[config.mk]
export PLATFORM = sky130hd
export DESIGN_NAME = pipe_add_arb
export DESIGN_NICKNAME = d
export VERILOG_FILES = /design/src/rtl/pipe_add_arb.sv
export SDC_FILE = /design/constraint.sdc
export NUM_CORES = 1
export LEC_CHECK = 0
export CAP_MARGIN = 40
export CORE_ASPECT_RATIO = 0.75
export CORE_MARGIN = 2
export CORE_UTILIZATION = 37
export DETAILED_ROUTE_END_ITERATION = 6
export PLACE_DENSITY = 0.84
export SLEW_MARGIN = 20
export SYNTH_ARGS = -nofsm -noshare
export SYNTH_HDL_FRONTEND = slang
export SYNTH_SLANG_ARGS = --single-unit
[constraint.sdc]
create_clock -name clk -period 3.8 [get_ports clk]
set_input_delay 0.95 -clock clk [delete_from_list [all_inputs] [get_ports clk]]
set_output_delay 0.95 -clock clk [all_outputs]
set_load 0.05 [all_outputs]
[src/rtl/pipe_add_arb.sv]
// pipe_add_arb
//   Round-robin arbiter sharing one pipelined adder (pipe_add) among NUM_REQ
//   requesters. One operand pair is granted per cycle and registered onto the
//   adder inputs. The requester ID travels down a tag pipe that runs alongside
//   the adder. When the sum emerges, it is routed back to its originator.
//
// Ports
//   clk, rst        rising-edge clock, synchronous active-high reset
//   req_valid       per-requester operand-pair valid
//   req_a, req_b    packed operands, requester i at [i*DATA_W +: DATA_W]
//   req_ready       one-hot combinational grant (zero while rst=1)
//   add_a, add_b    registered operands to pipe_add
//   add_sum         DATA_W+1 sum returned by pipe_add, PIPE_LAT cycles later
//   rsp_valid       one-cycle result pulse per issued op
//   rsp_id          owner of rsp_sum
//   rsp_sum         registered copy of add_sum
//   busy            an op is issuing now or is in flight
//   perf_issue_cnt  saturating issued-op counter
//
// Configuration
//   PIPE_ADD_ARB_PERF_EN  defined: perf_issue_cnt counts handshakes and
//                         saturates at 16'hFFFF. Undefined: it is tied to zero.

module pipe_add_arb #(
  parameter int NUM_REQ  = 4,
  parameter int DATA_W   = 8,
  parameter int PIPE_LAT = 2,
  parameter int ID_W     = 2
) (
  input  logic                      clk,
  input  logic                      rst,
  input  logic [NUM_REQ-1:0]        req_valid,
  input  logic [NUM_REQ*DATA_W-1:0] req_a,
  input  logic [NUM_REQ*DATA_W-1:0] req_b,
  output logic [NUM_REQ-1:0]        req_ready,
  output logic [DATA_W-1:0]         add_a,
  output logic [DATA_W-1:0]         add_b,
  input  logic [DATA_W:0]           add_sum,
  output logic                      rsp_valid,
  output logic [ID_W-1:0]           rsp_id,
  output logic [DATA_W:0]           rsp_sum,
  output logic                      busy,
  output logic [15:0]               perf_issue_cnt
);

  logic [ID_W-1:0]    rr_ptr_r;
  logic [NUM_REQ-1:0] valid_s;
  logic               hi_found_s;
  logic               lo_found_s;
  logic               hi_take_s;
  logic               lo_take_s;
  logic [ID_W-1:0]    hi_id_s;
  logic [ID_W-1:0]    lo_id_s;
  logic [ID_W-1:0]    win_id_s;
  logic               hs_s;
  logic [NUM_REQ-1:0] grant_s;
  logic [DATA_W-1:0]  sel_a_s;
  logic [DATA_W-1:0]  sel_b_s;

  logic [DATA_W-1:0]  add_a_r;
  logic [DATA_W-1:0]  add_b_r;
  logic [PIPE_LAT:0]  tag_vld_r;
  logic [ID_W-1:0]    tag_id_r [PIPE_LAT+1];
  logic               rsp_valid_r;
  logic [ID_W-1:0]    rsp_id_r;
  logic [DATA_W:0]    rsp_sum_r;

  // Round-robin search: the first valid at or above rr_ptr wins; if none,
  // the lowest valid overall wins (this is the wrap-around part of the search).
  always_comb begin
    valid_s    = rst ? '0 : req_valid;
    hi_found_s = 1'b0;
    lo_found_s = 1'b0;
    hi_take_s  = 1'b0;
    lo_take_s  = 1'b0;
    hi_id_s    = '0;
    lo_id_s    = '0;
    for (int i = 0; i < NUM_REQ; i++) begin
      hi_take_s  = valid_s[i] & ~hi_found_s & (ID_W'(i) >= rr_ptr_r);
      lo_take_s  = valid_s[i] & ~lo_found_s;
      hi_id_s    = hi_take_s ? ID_W'(i) : hi_id_s;
      lo_id_s    = lo_take_s ? ID_W'(i) : lo_id_s;
      hi_found_s = hi_found_s | hi_take_s;
      lo_found_s = lo_found_s | lo_take_s;
    end
    hs_s     = lo_found_s;
    win_id_s = hi_found_s ? hi_id_s : lo_id_s;
  end

  // One-hot grant and AND-OR operand mux for the winner.
  always_comb begin
    grant_s = '0;
    sel_a_s = '0;
    sel_b_s = '0;
    for (int i = 0; i < NUM_REQ; i++) begin
      grant_s[i] = hs_s & (win_id_s == ID_W'(i));
      sel_a_s    = sel_a_s | (req_a[i*DATA_W +: DATA_W] & {DATA_W{grant_s[i]}});
      sel_b_s    = sel_b_s | (req_b[i*DATA_W +: DATA_W] & {DATA_W{grant_s[i]}});
    end
  end

  // Issue registers, round-robin pointer, tag pipe and response capture.
  always_ff @(posedge clk) begin
    if (rst) begin
      rr_ptr_r    <= '0;
      add_a_r     <= '0;
      add_b_r     <= '0;
      tag_vld_r   <= '0;
      for (int i = 0; i <= PIPE_LAT; i++) begin
        tag_id_r[i] <= '0;
      end
      rsp_valid_r <= 1'b0;
      rsp_id_r    <= '0;
      rsp_sum_r   <= '0;
    end else begin
      if (hs_s) begin
        add_a_r  <= sel_a_s;
        add_b_r  <= sel_b_s;
        rr_ptr_r <= (win_id_s == ID_W'(NUM_REQ-1)) ? ID_W'(0) : win_id_s + ID_W'(1);
      end
      // The tag pipe never stalls, matching the adder; an idle cycle shifts in a bubble.
      tag_vld_r   <= {tag_vld_r[PIPE_LAT-1:0], hs_s};
      tag_id_r[0] <= win_id_s;
      for (int i = 1; i <= PIPE_LAT; i++) begin
        tag_id_r[i] <= tag_id_r[i-1];
      end
      // The last tag stage lines up with add_sum being valid.
      rsp_valid_r <= tag_vld_r[PIPE_LAT];
      if (tag_vld_r[PIPE_LAT]) begin
        rsp_sum_r <= add_sum;
        rsp_id_r  <= tag_id_r[PIPE_LAT];
      end
    end
  end

`ifdef PIPE_ADD_ARB_PERF_EN
  logic [15:0] perf_cnt_r;

  // Saturating count of handshakes.
  always_ff @(posedge clk) begin
    if (rst) begin
      perf_cnt_r <= 16'd0;
    end else if (hs_s && (perf_cnt_r != 16'hFFFF)) begin
      perf_cnt_r <= perf_cnt_r + 16'd1;
    end
  end

  assign perf_issue_cnt = perf_cnt_r;
`else
  assign perf_issue_cnt = 16'd0;
`endif

  assign req_ready = grant_s;
  assign add_a     = add_a_r;
  assign add_b     = add_b_r;
  assign rsp_valid = rsp_valid_r;
  assign rsp_id    = rsp_id_r;
  assign rsp_sum   = rsp_sum_r;
  assign busy      = ~rst & ((|tag_vld_r) | hs_s);

endmodule

Word-level counts from Yosys, hierarchy flattened. Memory sizes are Yosys's and may differ from the RTL's. A register that Yosys moved wholly into a read port is not among the register bits. Index checks and enable logic that the tools add are counted.

Bitwise logic cells: 46. Multiplexer cells: 15. Reduce and logical (&&, ||, !) cells: 2. Add/sub/neg operators: 1. Eq/ne operators: 3. $lt $le $gt $ge: 4.

Operators by type and width (number): $and 8x8->8 (8); $or 8x8->8 (6); $mux 2 (9); $and 1x1->1 (15); $or 1x1->1 (10); $not 1->1 (7); $mux 1 (5); $eq 2x2->1 const B (2); $ge 1x2->1 const A (2); $ge 2x2->1 const A (2); $mux 4 (1); $reduce_or 3->1 (1); $add 2x1->2 const B (1); $eq 2x1->1 const B (1); $logic_not 2->1 (1).

Logic and storage cells: 78. Memories kept: 1. Output and inout bits: 49. Register bits: 31. Bits in writable memories: 6.

Memories: tag_id_r (words 3, width 2, read ports 3, clocked after memory_dff 1, wr ports 3, RTL line 63) `logic [ID_W-1:0] tag_id_r [PIPE_LAT+1];`.

Logic depth before layout (Yosys ltp). Gate-level depths: netlist (run 1).

Depth after elaboration: 21. Gate-level depth with buffers: 9. Depth with buffers taken out: 6.

Worst setup path after synthesis (run 1). Ideal clock, no wire load.

Path kind: input to output. From: in rst. To: out req_ready[0]. Slack: -118 ps. Arrival time: 2968 ps. Stages: 8. Cell sequence: buf_2 > or3b_1 > a21oi_1 > or4_1 > ha_1 > clkbuf_1 > clkbuf_1 > and3_1.

Longest elaborated chain between the ends: 17. Elaborated cells on any way between the ends: 32. Classes of those cells: mux (8); bitwise (23); reduce/logical (1).

Ends and longest elaborated chain: start: declaration (RTL line 31) `input logic rst,`; $mux 4 (*) (RTL line 71) `valid_s = rst ? '0 : req_valid;`; $and 1x1->1 (RTL line 79) `hi_take_s = valid_s[i] & ~hi_found_s & (ID_W'(i) >= rr_ptr_r);`; $not 1->1 (RTL line 79); $and 1x1->1 (2 in a row) (RTL line 79); $or 1x1->1 (RTL line 83) `hi_found_s = hi_found_s | hi_take_s;`; $not 1->1 (RTL line 79); $and 1x1->1 (2 in a row) (RTL line 79); $or 1x1->1 (RTL line 83); $not 1->1 (RTL line 79); $and 1x1->1 (2 in a row) (RTL line 79); $mux 2 or $or 1x1->1 (tied branches) (RTL line 81, 83); $mux 2 (RTL line 87) `win_id_s = hi_found_s ? hi_id_s : lo_id_s;`; $logic_not 2->1 (RTL line 96) `grant_s[i] = hs_s & (win_id_s == ID_W'(i));`; $and 1x1->1 (*) (RTL line 96); end: declaration (RTL line 35) `output logic [NUM_REQ-1:0] req_ready,`.

Mark *: on every way between the ends. The rest lies on a longest branch, timed or not.

Worst setup path after layout (run 1).
From: in req_valid[1]. To: out req_ready[2].

Longest elaborated chain between the ends: 15. Elaborated cells on any way between the ends: 29. Classes of those cells: eq/ne (1); mux (8); bitwise (20).

Ends and longest elaborated chain: start: declaration (RTL line 32) `input logic [NUM_REQ-1:0] req_valid,`; $mux 4 (*) (RTL line 71); $and 1x1->1 (2 in a row) (RTL line 79); $or 1x1->1 (RTL line 83); $not 1->1 (RTL line 79); $and 1x1->1 (2 in a row) (RTL line 79); $or 1x1->1 (RTL line 83); $not 1->1 (RTL line 79); $and 1x1->1 (2 in a row) (RTL line 79); $mux 2 or $or 1x1->1 (tied branches) (RTL line 81, 83); $mux 2 (RTL line 87); $eq 2x2->1 (RTL line 96); $and 1x1->1 (*) (RTL line 96).

Marks and branches as above.

==> reports/metrics.cfg, run 1 <==
[run_status]
status = finished, final reports clean

[clock_tree]
clockBufferDepth = 2
clk_pin_slew_ns = 0.08
clock_latency_ns = 0.29
postCtsSetupRepairBufs = 0
cts_tree = built
numCtsBuffers = 5
cts_sinks = 39
cts.root.buffer_cell = clkbuf_8
htree_levels = 2
hold_buffers = 0

[critical_path]
worstReg2RegEnd = add_b[4]
critPathKind = in -> out
r2r_cells = 7
critical_path.max_fanout = 5
critPathArrivalTime_ns = 2.79
crit_path_end_kind = output port
start_kind = input port
r2r_slack_ns = 1.57
worstReg2RegStart = rr_ptr_r[1]
cp_data_required_time_ns = 2.85

[timing]
fin_tns_setup_ns = 0
slew_viol_final = 0
min_period_over_period_pct = 98.4
max-slew-margin-rel_pct = 57.3
hold_violations = 0
whs_ns = 0.441
finalSetupViolCount = 0
fmax_mhz = 267
period_needed_ns = 3.74
fin_skew_ns = 0.00551
tightestPinTransition_ns = 0.639

[route]
drc_errors = 0
highest_layer = met4
wl_met2_um = 2780
routed_wl_um = 5890
wl_per_cell_um = 15.1
dr_wl_met3_um = 539
ant_nets = 0
drt_iter0_markers = 76
vias = 1959
viasPerCell = 5.02
firstDrtPassIters = 4
m1WireLength_um = 2500

[synthesis]
netlist_area_um2 = 2030
yosys.area.top_type = dfxtp_1
synth_cell_types = 34
synth-seq-cells = 39
syn_inst = 205
ys_seq_area_share_pct = 38.5
netlist.area_leader.share_pct = 38.5
ys.flop_type = dfxtp_1
synth_area_per_cell_um2 = 9.89
synth-edff-count = 0
synth_warnings = 0
synth_area_leaders = dfxtp_1, a22oi_1, a311oi_2, a21oi_2, buf_4
async_reset_ff_share_pct = 0

[power]
leakage_nw = 1.25
power.density_nw_per_um2 = 351
ir_worst_vdd_mv = 0.137

[final_layout]
fin_area_um2 = 3340
area_delta_synth_final_pct = 64.8
drive_gt1_share_pct = 19.4
fin_nets = 397
diodes = 0

[worst_hold_path]
hp-class = reg -> reg
holdPathEnd = tag_id_r[2][1]
whs_path_depth = 1
worstHoldStart = tag_id_r[1][1]

[placement]
place.gp.congestion = 0.745
placed_cell_area_um2 = 3200
io_buffers = 111
dp_hpwl_um = 4350

[grt]
overflow = 0
antenna_found_initial = 0
grt_pass1_wl_um = 8600
grt_pass1_vias = 1859
track_usage_pct = 18.8
grt_max_degree = 40

[die]
die_area_um2 = 6100
io_pins = 128
start_util_pct = 38.1
die_h_um = 68.1
coreArea_um2 = 5320
die_w_um = 89.5
rows = 23

[flow_run]
maxCapViolCount = 0

==> worst max-delay path by stage <==
| stage | endpoint | slack (ns) | depth (start not counted) | start |
|---|---|---|---|---|
| after global routing | req_ready[2] | -0.01 | 6 | req_valid[1] |
| after detailed placement | req_ready[2] | -0.01 | 6 | req_valid[3] |
| after global placement | req_ready[2] | 0.03 | 6 | req_valid[3] |
| after floorplan | req_ready[0] | -0.005 | 8 | rst |
| after CTS | req_ready[1] | 0.01 | 7 | req_valid[3] |
| final | req_ready[2] | 0.06 | 6 | req_valid[1] |
==> cells in the mapped netlist (2+ instances only) <==
cell	n
a21oi_1	7
a21oi_2	15
a22oi_1	32
a311oi_1	7
a311oi_2	9
and3_1	4
buf_1	2
buf_2	4
buf_4	16
buf_6	3
clkbuf_1	9
clkbuf_2	2
dfxtp_1	39
ha_1	4
inv_1	2
mux2i_1	11
nand2b_1	2
nor2_1	12
nor2b_1	7
nor3_1	3
nor4_1	2
==> kinds of logic after synthesis <==
| family | count (synthesis) | synth area share [%] |
|---|---|---|
| AO/OA/AOI/OAI | 74 | 31.2 |
| adder cells (fa/ha/maj) | 4 | 2.47 |
| buffers and inverters | 38 | 11.5 |
| flip-flops | 39 | 38.5 |
| multiplexers | 11 | 5.43 |
| other | 1 | 0.185 |
| AND/OR/NAND/NOR | 38 | 10.7 |
==> sequential cells by signal (all words and copies together), names as in the netlist <==
signal	count
rr_ptr_r	2
rsp_valid	1
rsp_id	2
tag_vld_r	3
add_b	8
add_a	8
rsp_sum	9
tag_id_r	6
==> report_power, final <==
group | internal, mW | switching (mW) | total (mW)
clock network | 0.195 | 0.144 | 0.339
registers | 0.434 | 0.0177 | 0.452
logic | 0.171 | 0.212 | 0.383
==> layout make-up <==
cell class	instances	area (um2)
clock buffers	5	68.8
clock inverters	3	43.8
fillers	452	1980
inverters	2	7.51
multi-input cells	143	1100
flip-flops and latches	39	781
well taps	75	93.8
repair buffers	123	1250
==> worst max-delay path, cell delays in order <==
cell and delay [ns]:
clkdlybuf4s50_1 0.56, a21oi_1 0.13, or4_4 0.53, ha_1 0.24, and3_2 0.22, buf_12 0.15
==> layout by cell type (no fill, tap or decap), types with 3 or more instances in the layout <==
cell               n
clkdlybuf4s50_1  102
dfxtp_1           39
a22oi_1           32
a21oi_2           17
conb_1            16
buf_4             12
mux2i_1           11
nor2_1            11
a311oi_2           9
nor2b_1            7
a311oi_1           7
a21oi_1            5
clkbuf_8           5
ha_1               4
buf_12             4
and3_2             3
nor3_1             3
dlymetal6s2s_1     3
==> metal layers <==
layer  vias to the layer above  track usage, %
met4                         0            6.34
li1                        953               -
met5                         -               0
met3                         8            7.24
met2                        85            31.4
met1                       913            22.4
==> through the flow <==
step	utilization, %	cells	setup WS, ns	total power [mW]
finish	62.8	390	0.0609	1.17
global route	62.8	390	-0.0144	1.23
CTS	62.3	390	0.0119	1.19
detailed placement	60.1	382	-0.0129	0.841
global placement	59.8	381	0.0330	0.833
floorplan	-	220	-0.00474	0.691
==> timing repair <==
| action | 4_1_cts | 5_1_grt |
|---|---|---|
| resized for setup | 1 | 7 |
| endpoints found under the setup margin | 1 | 4 |
| pin swaps | 0 | 1 |
Note: power is estimated with default switching activity, not from simulation.
==> inputs of run 2 (changes only) <==
- CELL_PAD_IN_SITES_DETAIL_PLACEMENT: default -> 0
- CELL_PAD_IN_SITES_GLOBAL_PLACEMENT: default -> 1
- CORE_UTILIZATION: 37 -> 26
- PLACE_DENSITY: 0.84 -> 0.83
==> run 2 against run 1 <==
  * Clock power down 19%
  * Worst hold slack better by 0.0019 ns
  * Final cell count up 6.9%
==> reports/metrics.cfg, run 2 (synthesized netlist as in run 1, its figures left out) <==
[route]
drt_iter0_markers = 43  ; was 76
vias = 1954  ; was 1959
routed_wl_um = 6180  ; was 5890 um
wl_per_cell_um = 14.8  ; was 15.1 um
ant_nets = 0  ; unchanged
drc_errors = 0  ; unchanged
firstDrtPassIters = 4  ; unchanged
viasPerCell = 4.69  ; was 5.02

[die]
rows = 27  ; was 23
coreArea_um2 = 7470  ; was 5320 um2
io_pins = 128  ; unchanged
die_w_um = 106  ; was 89.5 um
die_h_um = 80.5  ; was 68.1 um
die_area_um2 = 8530  ; was 6100 um2
start_util_pct = 27.2  ; was 38.1%

[final_layout]
largest_reg_flops = 9  ; unchanged
layout_commonest_cell = clkdlybuf4s50_1  ; unchanged
fin_area_um2 = 3340  ; unchanged
fill_cells = 735  ; was 452
drive_gt1_share_pct = 19.3  ; was 19.4%
area_delta_synth_final_pct = 64.8  ; unchanged
final_cell_mix = clkdlybuf4s50_1, dfxtp_1, a22oi_1  ; unchanged
diodes = 0  ; unchanged
fin_nets = 398  ; was 397

[clock_tree]
clock_latency_ns = 0.29  ; about the same
postCtsSetupRepairBufs = 0  ; unchanged
clockBufferDepth = 2  ; unchanged
hold_buffers = 0  ; unchanged
cts_sinks = 39  ; unchanged
htree_levels = 2  ; unchanged
clk_pin_slew_ns = 0.08  ; about the same
numCtsBuffers = 5  ; unchanged
cts_tree = built  ; unchanged
cts.root.buffer_cell = clkbuf_8  ; unchanged

[critical_path]
crit_path_end_kind = output port  ; unchanged
critPathArrivalTime_ns = 2.80  ; was 2.79 ns
r2r_cells = 7  ; unchanged
critPathKind = in -> out  ; unchanged
cp_data_required_time_ns = 2.85  ; about the same
critical_path.max_fanout = 5  ; unchanged
start_kind = input port  ; unchanged

[power]
leakage_nw = 1.23  ; was 1.25 nW
ir_worst_vdd_mv = 0.124  ; was 0.137 mV
p_int_uw = 731  ; was 800 uW
swShare_pct = 34.2  ; was 31.8%
clkPwrFrac_pct = 24.8  ; was 28.9%
sequentialPowerShare_pct = 40.6  ; was 38.5%
power_frac_comb_pct = 34.5  ; was 32.6%
power.density_nw_per_um2 = 332  ; was 351 nW/um2
p_sw_uw = 380  ; was 374 uW

[placement]
dp_worst_setup_slack_ns = -0.0383  ; was -0.0129 ns
place.gp.congestion = 0.774  ; was 0.745
dp_hpwl_um = 4710  ; was 4350 um
io_buffers = 111  ; unchanged
placed_cell_area_um2 = 3240  ; was 3200 um2

[worst_hold_path]
hp-class = reg -> reg  ; unchanged
whs_path_depth = 1  ; unchanged

[grt]
track_usage_pct = 14.7  ; was 18.8%
grt_max_degree = 31  ; was 40
overflow = 0  ; unchanged
grt_pass1_vias = 1960  ; was 1859
grt_pass1_wl_um = 9800  ; was 8600 um
antenna_found_initial = 0  ; unchanged

[timing]
finalSetupViolCount = 0  ; unchanged
hold_violations = 0  ; unchanged
rsz0062_at_grt = no
period_needed_ns = 3.75  ; was 3.74 ns
setup_ws_ns = 0.0502  ; was 0.0609 ns
tightestPinTransition_ns = 0.708  ; was 0.639 ns
min_period_over_period_pct = 98.7  ; was 98.4%
slew_viol_final = 0  ; unchanged
fin_skew_ns = 0.00608  ; was 0.00551 ns
max-slew-margin-rel_pct = 52.7  ; was 57.3%
fmax_mhz = 267  ; about the same

[flow_run]
maxCapViolCount = 0  ; unchanged

[run_status]
status = finished, final reports clean  ; unchanged

## run 2: layout make-up
type	instances	area (um2)	area share, %
clock inverters	3	15.0	0.449
clock buffers	5	68.8	2.06
multi-input cells	143	1100	32.8
inverters	2	7.51	0.225
repair buffers	124	1250	37.4
well taps	101	126	3.78
flip-flops and latches	39	781	23.4
## run 2: metal layers
metal | GRT usage [%] | up-vias | share of wire [%]
met5 | 0 | - | 0
met4 | 4.74 | 0 | 1.4
met3 | 3.65 | 8 | 6.7
met2 | 24.1 | 73 | 45
met1 | 19.1 | 913 | 47
li1 | - | 960 | -
## run 2: worst paths after layout
check        slack [ns]        endpoint           start
max                0.05    req_ready[2]    req_valid[1]
min reg2reg        0.44  tag_id_r[1][0]  tag_id_r[0][0]
max reg2reg        1.63        add_a[5]     rr_ptr_r[1]
min                0.44  tag_id_r[1][0]  tag_id_r[0][0]
## run 2: power groups by stage
stage / logic, mW / clock network, mW / registers [mW]
4_1_cts: 0.385 / 0.287 / 0.451
3_3_place_gp: 0.377 / 0 / 0.460
5_1_grt: 0.407 / 0.306 / 0.455
6_report: 0.383 / 0.276 / 0.451
3_5_place_dp: 0.382 / 0 / 0.461
2_1_floorplan: 0.168 / 0 / 0.522
## run 2: stage by stage
stage               total power, mW  cells  hold WS [ns]  util, %  setup TNS, ns
global placement              0.837    408         0.416     43.2        -0.0501
global route                   1.17    417         0.462     44.8              0
floorplan                     0.691    220         0.414        -       -0.00474
detailed placement            0.843    409         0.423     43.4         -0.124
CTS                            1.12    417         0.445     44.6              0
finish                         1.11    417         0.443     44.8              0
## run 2: what timing repair did
item | CTS | global route
setup endpoints to repair | 4 | 4
pin swaps | 0 | 1
gates resized for setup | 4 | 3
endpoints found under the hold margin | 0 | 0
## run 2: critical path, cell delays in order
cell             delay (ns)
clkdlybuf4s50_1        0.58
a21oi_1                0.13
or4_4                  0.53
ha_1                   0.23
and3_2                 0.22
buf_12                 0.15
==> inputs of run 3 (changes only) <==
- ABC_AREA: default -> 1
- CORE_UTILIZATION: 26 -> 25
- PLACE_DENSITY: 0.83 -> default
- PLACE_DENSITY_LB_ADDON: default -> 0.05
==> run 3 against run 2 <==
  * The run now ends with design-rule violations left
  * Worst hold slack worse by 0.044 ns
  * First-iteration DRC count increased by 84%
  * Combinational power increased by 39%
  * Critical path depth grew 4
  * Sequential share of layout area down 2.0 points
  * Sequential power is 4% higher
  * Die area rose by 13%
  * Design area grew 9.6%
  * Clock skew decreased by 0.00056 ns
  * Sequential cell count unchanged
  * Synthesized cell count up 66%
==> reports/metrics.cfg, run 3 <==
[route]
drc_errors = 4  ; was 0
wl_per_cell_um = 11.8  ; was 14.8 um
drt_iter0_markers = 79  ; was 43
ant_nets = 0  ; unchanged
firstDrtPassIters = 7  ; was 4
vias = 2266  ; was 1954
viasPerCell = 4.02  ; was 4.69
routed_wl_um = 6640  ; was 6180 um

[clock_tree]
cts_tree = built  ; unchanged
htree_levels = 2  ; unchanged
clock_latency_ns = 0.28  ; was 0.29 ns
clk_pin_slew_ns = 0.06  ; was 0.08 ns
numCtsBuffers = 5  ; unchanged
clockBufferDepth = 2  ; unchanged
cts.root.buffer_cell = clkbuf_16  ; was clkbuf_8
hold_buffers = 0  ; unchanged
cts_sinks = 39  ; unchanged

[worst_hold_path]
hp-class = reg -> reg  ; unchanged

[critical_path]
cp.buffers_inverters = 5  ; was 2
path_cells = clkdlybuf4s50_1 -> nand4_1 -> nand2_1 -> a31oi_1 -> buf_4 -> inv_1 -> ha_1 -> inv_1 -> nor2_1 -> buf_12  ; was clkdlybuf4s50_1 -> a21oi_1 -> or4_4 -> ha_1 -> and3_2 -> buf_12
worstReg2RegStart = rr_ptr_r[1]  ; unchanged
path_depth = 10  ; was 6
timing.critical_path.slowest_stage_cell = clkdlybuf4s50_1  ; unchanged
r2r_cells = 14  ; was 7
critPathKind = in -> out  ; unchanged
path_common_cell = inv_1
start_kind = input port  ; unchanged
crit_path_end_kind = output port  ; unchanged
critPathMaxStageDelay_ns = 0.53  ; was 0.58 ns
critPathArrivalTime_ns = 2.70  ; was 2.80 ns
r2r_slack_ns = 1.83  ; was 1.63 ns
worstReg2RegEnd = add_a[7]  ; was add_a[5]
cp_data_required_time_ns = 2.85  ; about the same
endpoint = req_ready[0]  ; was req_ready[2]
critical_path.max_fanout = 3  ; was 5
crit_family = buffers and inverters  ; was simple AND/OR/NAND/NOR gates
startpoint = req_valid[0]  ; was req_valid[1]

[synthesis]
netlist.area_leader.share_pct = 35.1  ; was 38.5%
synth-edff-count = 0  ; unchanged
synth_mux_area_share_pct = 0  ; was 5.43%
synth-seq-cells = 39  ; unchanged
ys.flop_type = dfxtp_1  ; unchanged
synthSimpleGateAreaFrac_pct = 24.9  ; was 10.7%
synth_warnings = 0  ; unchanged
ys_top_cells_by_count = nor2_1, inv_1, nand2_1  ; was dfxtp_1, a22oi_1, buf_4
async_reset_ff_share_pct = 0  ; unchanged
synth_area_leaders = dfxtp_1, nor2_1, inv_1, nand2_1, buf_4  ; was dfxtp_1, a22oi_1, a311oi_2, a21oi_2, buf_4
syn_inst = 341  ; was 205
synth-compound-area-share_pct = 16.3  ; was 31.2%
synthXorXnorAreaFrac_pct = 0  ; unchanged
netlist_area_um2 = 2220  ; was 2030 um2
yosys.area_share.adder_pct = 2.25  ; was 2.47%
synth_top_family_by_area = simple AND/OR/NAND/NOR gates  ; was compound AO/OA/AOI/OAI gates
synth_cell_types = 25  ; was 34
synth_most_common_cell = nor2_1  ; was dfxtp_1
synth_area_per_cell_um2 = 6.52  ; was 9.89 um2
ys_seq_area_share_pct = 35.1  ; was 38.5%
yosys.area.top_type = dfxtp_1  ; unchanged

[timing]
min_period_over_period_pct = 96.1  ; was 98.7%
slew_viol_final = 0  ; unchanged
fin_skew_ns = 0.00552  ; was 0.00608 ns
hold_violations = 0  ; unchanged
max-slew-margin-rel_pct = 63.8  ; was 52.7%
fin_tns_setup_ns = 0  ; unchanged
rsz0062_at_grt = no  ; unchanged
finalSetupViolCount = 0  ; unchanged
fmax_mhz = 274  ; was 267 MHz
whs_ns = 0.399  ; was 0.443 ns
tightestPinTransition_ns = 0.541  ; was 0.708 ns
period_needed_ns = 3.65  ; was 3.75 ns

[die]
start_util_pct = 25.9  ; was 27.2%
coreArea_um2 = 8560  ; was 7470 um2
rows = 29  ; was 27
die_area_um2 = 9670  ; was 8530 um2
die_h_um = 85.6  ; was 80.5 um
io_pins = 128  ; unchanged
die_w_um = 113  ; was 106 um

[final_layout]
fin_nets = 538  ; was 398
drive_gt1_share_pct = 8.99  ; was 19.3%
fin_area_um2 = 3660  ; was 3340 um2
diodes = 0  ; unchanged
final_cell_mix = clkdlybuf4s50_1, nor2_1, inv_1  ; was clkdlybuf4s50_1, dfxtp_1, a22oi_1
largest_reg_flops = 9  ; unchanged
layout_commonest_cell = clkdlybuf4s50_1  ; unchanged
area_delta_synth_final_pct = 64.9  ; was 64.8%

[grt]
track_usage_pct = 13.7  ; was 14.7%
overflow = 0  ; unchanged
grt_max_degree = 21  ; was 31
grt_pass1_wl_um = 10600  ; was 9800 um
antenna_found_initial = 0  ; unchanged
grt_pass1_vias = 2186  ; was 1960

[power]
leakage_nw = 1.78  ; was 1.23 nW
power.density_nw_per_um2 = 421  ; was 332 nW/um2
ir_worst_vdd_mv = 0.166  ; was 0.124 mV

[placement]
io_buffers = 111  ; unchanged
placed_cell_area_um2 = 3460  ; was 3240 um2
place.gp.congestion = 0.781  ; was 0.774
dp_hpwl_um = 5180  ; was 4710 um

[run_status]
status = complete, but fails checks  ; was finished, final reports clean
violations = design-rule violations

[flow_run]
maxCapViolCount = 0  ; unchanged

[run 3: changes by cell type after synthesis, moves of 9 or more]
cell,before,now
nor2_1,12,83
inv_1,2,69
nand2_1,1,54
a22oi_1,32,0
o21ai_0,1,19
a21oi_2,15,0
o21ai_1,0,14
mux2i_1,11,0
o211ai_2,0,10
a311oi_2,9,0
[run 3: worst min-delay path by stage]
stage,start,end,slack (ns),depth (start not counted)
finish,tag_id_r[0][1],tag_id_r[1][1],0.40,2
global route,tag_id_r[0][1],tag_id_r[1][1],0.41,2
CTS,tag_id_r[0][1],tag_id_r[1][1],0.40,2
detailed placement,tag_id_r[0][1],tag_id_r[1][1],0.39,2
global placement,tag_id_r[0][1],tag_id_r[1][1],0.39,2
floorplan,tag_id_r[0][0],tag_id_r[1][0],0.39,2
[run 3: what timing repair did]
item / in CTS / in global routing
setup buffers: 0 / 1
setup endpoints to repair: 0 / 4
resized for setup: 0 / 4
[run 3: routing by layer]
layer	vias to the layer above	routed length, um	global-route usage [%]
met5	-	0	0
met4	0	38	2.99
met3	4	576	5.02
met2	63	2820	21.2
met1	983	3200	18.2
li1	1216	-	-
[run 3: metrics by stage]
stage	total power [mW]	setup slack [ns]	cells	utilization, %
global placement	1.01	0.0989	555	40.4
finish	1.54	0.148	564	42.8
CTS	1.56	0.0179	563	42.6
detailed placement	1.01	0.0374	555	40.4
global route	1.62	0.0218	564	42.8
floorplan	0.810	0.0566	356	-
[run 3: final cells by class]
cell class                      instances  area, um2
Clock buffer                            6        129
Clock inverter                          2       60.1
Fill cell                             911       4900
Inverter                               71        269
Multi-Input combinational cell        216       1030
Sequential cell                        39        781
Tap cell                              108        135
Timing Repair Buffer                  122       1260
[run 3: logic make-up (layout without fill, tap and decap cells)]
kind of cell | after synthesis | count (layout)
and+or+nand+nor | 143 | 143
buffers and inverters | 101 | 201
AOI/OAI and AO/OA | 53 | 53
DFF | 39 | 39
adders and majority gates | 4 | 4
other | 1 | 16
[run 3: tightest hold or removal path: cells and delay by family (launching register included)]
| kind | cells | cell delay [ns] |
|---|---|---|
| buf+inv | 1 | 0.04 |
| flops | 1 | 0.29 |
| simple gates | 1 | 0.03 |
[run 3: report_power, final]
part           total, mW  switching [mW]  internal (mW)
clock              0.542           0.166          0.377
combinational      0.534           0.319          0.215
sequential         0.468          0.0191          0.449
